File: src/rtl/chroma_qp_pkg.sv
// chroma_qp_pkg: shared types and forward chroma QP tables for the inverse search
package chroma_qp_pkg;

    typedef enum logic [1:0] {FMT_400, FMT_420, FMT_422, FMT_444} chroma_fmt_e;
    typedef enum logic [1:0] {ST_IDLE, ST_SEARCH, ST_DONE} state_e;

    localparam int CHROMA_TABLE_LEN = 58;
    localparam int TBL_AW = $clog2(CHROMA_TABLE_LEN);

    localparam logic [7:0] TBL_420 [CHROMA_TABLE_LEN] = '{
        0, 1, 2, 3, 4, 5, 6, 7, 8, 9, 10, 11, 12, 13, 14, 15, 16, 17, 18, 19,
        20, 21, 22, 23, 24, 25, 26, 27, 28, 29,
        29, 30, 31, 32, 33, 33, 34, 34, 35, 35, 36, 36, 37, 37,
        38, 39, 40, 41, 42, 43, 44, 45, 46, 47, 48, 49, 50, 51
    };

    localparam logic [7:0] TBL_444 [CHROMA_TABLE_LEN] = '{
        0, 1, 2, 3, 4, 5, 6, 7, 8, 9, 10, 11, 12, 13, 14, 15, 16, 17, 18, 19,
        20, 21, 22, 23, 24, 25, 26, 27, 28, 29, 30, 31, 32, 33, 34, 35, 36, 37,
        38, 39, 40, 41, 42, 43, 44, 45, 46, 47, 48, 49, 50, 51,
        51, 51, 51, 51, 51, 51
    };

endpackage

File: src/rtl/chroma_qp_fwd_lut.sv
// chroma_qp_fwd_lut: combinational forward chroma QP lookup (fmt, addr) -> QpC
module chroma_qp_fwd_lut
    import chroma_qp_pkg::*;
#(
    parameter int QPC_W = 8,
    parameter int QPI_W = 6
) (
    input  chroma_fmt_e      fmt,
    input  logic [QPI_W-1:0] addr,
    output logic [QPC_W-1:0] data
);

    logic [TBL_AW-1:0] idx;
    logic [7:0] raw;

    always_comb begin
        idx  = TBL_AW'(addr);
        raw  = (32'(addr) >= CHROMA_TABLE_LEN) ? 8'd0 :
               (fmt == FMT_400) ? 8'd0 :
               (fmt == FMT_420) ? TBL_420[idx] : TBL_444[idx];
        data = QPC_W'(raw);
    end

endmodule

File: src/rtl/chroma_qp_inverse_search.sv
// chroma_qp_inverse_search: linear scan for the smallest qPi whose forward QpC reaches a target
module chroma_qp_inverse_search
    import chroma_qp_pkg::*;
#(
    parameter int TABLE_LEN = 58,
    parameter int QPC_W     = 8,
    localparam int QPI_W    = $clog2(TABLE_LEN)
) (
    input  logic             clk,
    input  logic             rst_n,
    input  logic             req_valid,
    output logic             req_ready,
    input  logic [1:0]       req_fmt,
    input  logic [QPC_W-1:0] req_qpc,
    output logic             rsp_valid,
    input  logic             rsp_ready,
    output logic [QPI_W-1:0] rsp_qpi,
    output logic             rsp_exact,
    output logic             rsp_miss,
    output logic             busy
);

    localparam logic [QPI_W-1:0] LAST = QPI_W'(TABLE_LEN - 1);

    state_e           state;
    chroma_fmt_e      fmt_q;
    logic [QPC_W-1:0] qpc_q;
    logic [QPI_W-1:0] addr;
    logic [QPC_W-1:0] d;

    chroma_qp_fwd_lut #(.QPC_W(QPC_W), .QPI_W(QPI_W)) u_lut (
        .fmt  (fmt_q),
        .addr (addr),
        .data (d)
    );

    assign req_ready = (state == ST_IDLE) || ((state == ST_DONE) && rsp_ready);
    assign rsp_valid = (state == ST_DONE);
    assign busy      = (state != ST_IDLE);

    always_ff @(posedge clk or negedge rst_n) begin
        if (!rst_n) begin
            state     <= ST_IDLE;
            fmt_q     <= FMT_400;
            qpc_q     <= '0;
            addr      <= '0;
            rsp_qpi   <= '0;
            rsp_exact <= 1'b0;
            rsp_miss  <= 1'b0;
        end else begin
            case (state)
                ST_SEARCH: begin
                    if (d >= qpc_q) begin
                        rsp_qpi   <= addr;
                        rsp_exact <= (d == qpc_q);
                        rsp_miss  <= 1'b0;
                        state     <= ST_DONE;
                    end else if (addr == LAST) begin
                        rsp_qpi   <= LAST;
                        rsp_exact <= 1'b0;
                        rsp_miss  <= 1'b1;
                        state     <= ST_DONE;
                    end else begin
                        addr <= addr + 1'b1;
                    end
                end
                default: begin
                    // IDLE, or DONE being drained: a pending request starts a new scan with no bubble
                    if (req_ready && req_valid) begin
                        fmt_q <= chroma_fmt_e'(req_fmt);
                        qpc_q <= req_qpc;
                        addr  <= '0;
                        state <= ST_SEARCH;
                    end else if (state == ST_DONE && rsp_ready) begin
                        state <= ST_IDLE;
                    end
                end
            endcase
        end
    end

endmodule
File: config.mk
export PLATFORM = sky130hd
export DESIGN_NAME = chroma_qp_inverse_search
export DESIGN_NICKNAME = d
export VERILOG_FILES = /design/src/rtl/chroma_qp_pkg.sv /design/src/rtl/chroma_qp_fwd_lut.sv /design/src/rtl/chroma_qp_inverse_search.sv
export SDC_FILE = /design/constraint.sdc
export NUM_CORES = 1
export LEC_CHECK = 0
export CAP_MARGIN = 40
export CORE_AREA = 5 5 79 81
export CTS_CLUSTER_SIZE = 8
export DETAILED_ROUTE_END_ITERATION = 8
export DIE_AREA = 0 0 84 86
export GPL_TIMING_DRIVEN = 0
export PLACE_DENSITY = 0.58
export SYNTH_ARGS = -nofsm -noshare
export SYNTH_HDL_FRONTEND = slang
export SYNTH_HIERARCHICAL = 1
export SYNTH_SLANG_ARGS = --single-unit
File: constraint.sdc
create_clock -name clk -period 4.4 [get_ports clk]
set_input_delay 0.88 -clock clk [delete_from_list [all_inputs] [get_ports clk]]
set_output_delay 0.88 -clock clk [all_outputs]
set_load 0.1 [all_outputs]
==> reports/results.ini <==
[status]
status=completed

[global_route]
grt.busiest_layer=met2
grt_pass1_wl_um=7400
antenna_found_initial=0
grtUsageMet2=0.203
first_global_vias=1550
grt_use_total=0.124
grt_overflow=0
met1_usage=0.166
grt_max_degree=17
use_met3=0.0173

[worst_setup_path]
rrSetupSlack_ps=500
r2r_cells=12
worstSetupPathType=reg -> reg
start_kind=register
critPathRequiredTime_ps=4570
end_kind=register
cp.arrival_ps=4070
r2r_start=addr[1]$_DFFE_PN0P_
r2r_end=addr[5]$_DFFE_PN0P_
crit_slowest_cell=dfrtp_1
cp_max_fo=15
crit_path_cell_trace=inv_1, ha_1, o21ai_0, a221oi_1, a2111oi_0, inv_1, ha_1, nand2b_1, a2111o_1, a31oi_4, nand3_1, a31o_1
slowest_delay_ps=650

[synth]
synth_largest_area_cell=dfrtp_1
synth_top_area_share=0.354
ys_warn_count=6
syn_area_per_cell_um2=9.48
syn_area_um2=1840
synth_area_leaders=dfrtp_1 35%, ha_1 13%, mux2_2 6.1%
seq_area_frac_synth=0.354
ys_ff_latch=26
synth.distinct_cells=42
synth_edf_count=0
synthCells=194
synth_common_cells=26 x dfrtp_1, 19 x ha_1, 17 x inv_1
async_reset_ff_frac=1.00
ys.flop_type=dfrtp_1
yosysMostFrequentCell=dfrtp_1

[clocking]
cts_tree=done
path_clk_slew_ps=90
cts_setup_buffers=0
cts_buffers=3
postCtsHoldBufs=0
clock_sinks=26
clk_latency_ps=270
clk_path_buf_depth=2
cts_root_buffer=clkbuf_8
h-tree-depth=1
ctsResizeCount=0

[timing]
maxSlewHeadroom=0.594
finalSetupTns_ps=0
fin_crit_ps=3900
setup_viol=0
worstMarginPinSlew_ps=607
fin_worst_skew_ps=3.60
hold_viol=0
rsz0062_at_grt=false
fmax_mhz=256
fin_ws_ps=495
slew_viol_final=0
fin_crit_sh=0.887

[min_path]
min_path_cells=1
min_to=rsp_qpi[5]$_DFFE_PN0P_
worstHoldStart=rsp_qpi[5]$_DFFE_PN0P_
hold_path.class=reg -> reg

[run]
maxCapViolCount=0

[floorplan]
coreArea_um2=5410
initial_core_util=0.340
io_pins=25
core.rowCount=27
die-area_um2=7220
die_w_um=84
die_y_um=86

[layout]
fillCellCount=561
nNetsFinal=269
area_growth_pct=30.9
multi_input_area_um2=1070
drive_above_1_share=0.158
ff_latch_area_um2=651
diodes=0

[power_and_ir_drop]
power_density_nw_per_um2=680
p_leak_uw=0.00106
peakVddDrop_v=0.000476

[routing]
ant_nets=0
vias=1539
route.detailed.drc=0
dr.pass1.iters=4
wl_um=4160
drt_iter0_markers=50
via_per_inst=5.03
routedWlPerCell_um=13.6

[placement]
dp_hpwl_um=3210
place_ws_ps=455
io_buffers=24
place.gp.congestion=0.845

-- routing by layer --
metal	up-vias	share of wire	wire, um
met5	-	0	0
met4	0	0.018	77
met3	7	0.031	130
met2	28	0.47	1960
met1	724	0.48	2000
li1	780	-	-
-- worst max-delay path: cells and delay by family (launching register included) --
family / cells / cell delay, ps
AO/OA/AOI/OAI: 6 / 1880
AND/OR/NAND/NOR: 2 / 390
adder cells (fa/ha/maj): 2 / 530
flip-flops: 1 / 650
buffers and inverters: 2 / 350
-- worst max path at each step --
stage	from	to	slack (ps)
floorplan	rsp_ready	qpc_q[2]$_DFFE_PN0P_	690
global placement	addr[1]$_DFFE_PN0P_	rsp_qpi[4]$_DFFE_PN0P_	460
detailed placement	addr[1]$_DFFE_PN0P_	addr[5]$_DFFE_PN0P_	460
CTS	addr[1]$_DFFE_PN0P_	addr[5]$_DFFE_PN0P_	420
global route	addr[1]$_DFFE_PN0P_	rsp_qpi[4]$_DFFE_PN0P_	100
finish	addr[1]$_DFFE_PN0P_	addr[5]$_DFFE_PN0P_	500
-- logic make-up (layout without fill, tap and decap cells) --
family	after synthesis	after routing	share of synthesized area
compound gates	45	45	0.180
fa+ha+maj	19	19	0.129
buf+inv	24	63	0.0673
flops	26	26	0.354
mux	12	12	0.0721
other cells	1	2	0.00204
simple gates	67	67	0.195
-- area by class of cell --
type	count	area share
Sequential cell	26	0.270
Clock buffer	3	0.0172
Timing Repair Buffer	36	0.180
Multi-Input combinational cell	145	0.444
Inverter	17	0.0265
Tap cell	72	0.0374
Buffer	7	0.0249
-- cells in the final DEF (no fill, tap or decap), types with 2 or more instances in the layout --
master,instances
inv_1,17
a21oi_1,11
o22a_1,6
and2_1,3
clkdlybuf4s50_1,24
o21ai_0,8
or3_1,5
a22o_1,2
mux2_2,10
nand4_1,3
nor2_1,9
mux2i_1,2
a31oi_1,5
nor3_1,6
buf_4,3
conb_1,2
buf_8,11
clkbuf_8,3
buf_6,3
nand3_1,15
o211ai_1,2
nand2b_1,5
dfrtp_1,26
ha_1,19
nand3b_1,2
nand2_1,12
-- power by group --
group          internal (uW)  switching, uW
clock                   61.5           77.0
combinational            428            639
sequential               333           97.0
total                    823            813
-- registers in the layout, summed over array words and instances (netlist names) --
| register | cells |
|---|---|
| addr | 6 |
| rsp_miss | 1 |
| fmt_q | 2 |
| qpc_q | 8 |
| rsp_exact | 1 |
| rsp_qpi | 6 |
| state | 2 |
-- per-stage QoR --
| step | instances | utilization | area (um2) | hold slack (ps) | total power (uW) |
|---|---|---|---|---|---|
| after floorplan | 195 | - | 1840 | 479 | 1150 |
| after global placement | 291 | 0.402 | 2170 | 482 | 1360 |
| after detailed placement | 303 | 0.438 | 2370 | 480 | 1510 |
| after CTS | 306 | 0.445 | 2410 | 502 | 1650 |
| after global routing | 306 | 0.445 | 2410 | 523 | 1760 |
| final | 306 | 0.445 | 2410 | 498 | 1640 |
Power figures use the tool's default switching activity.
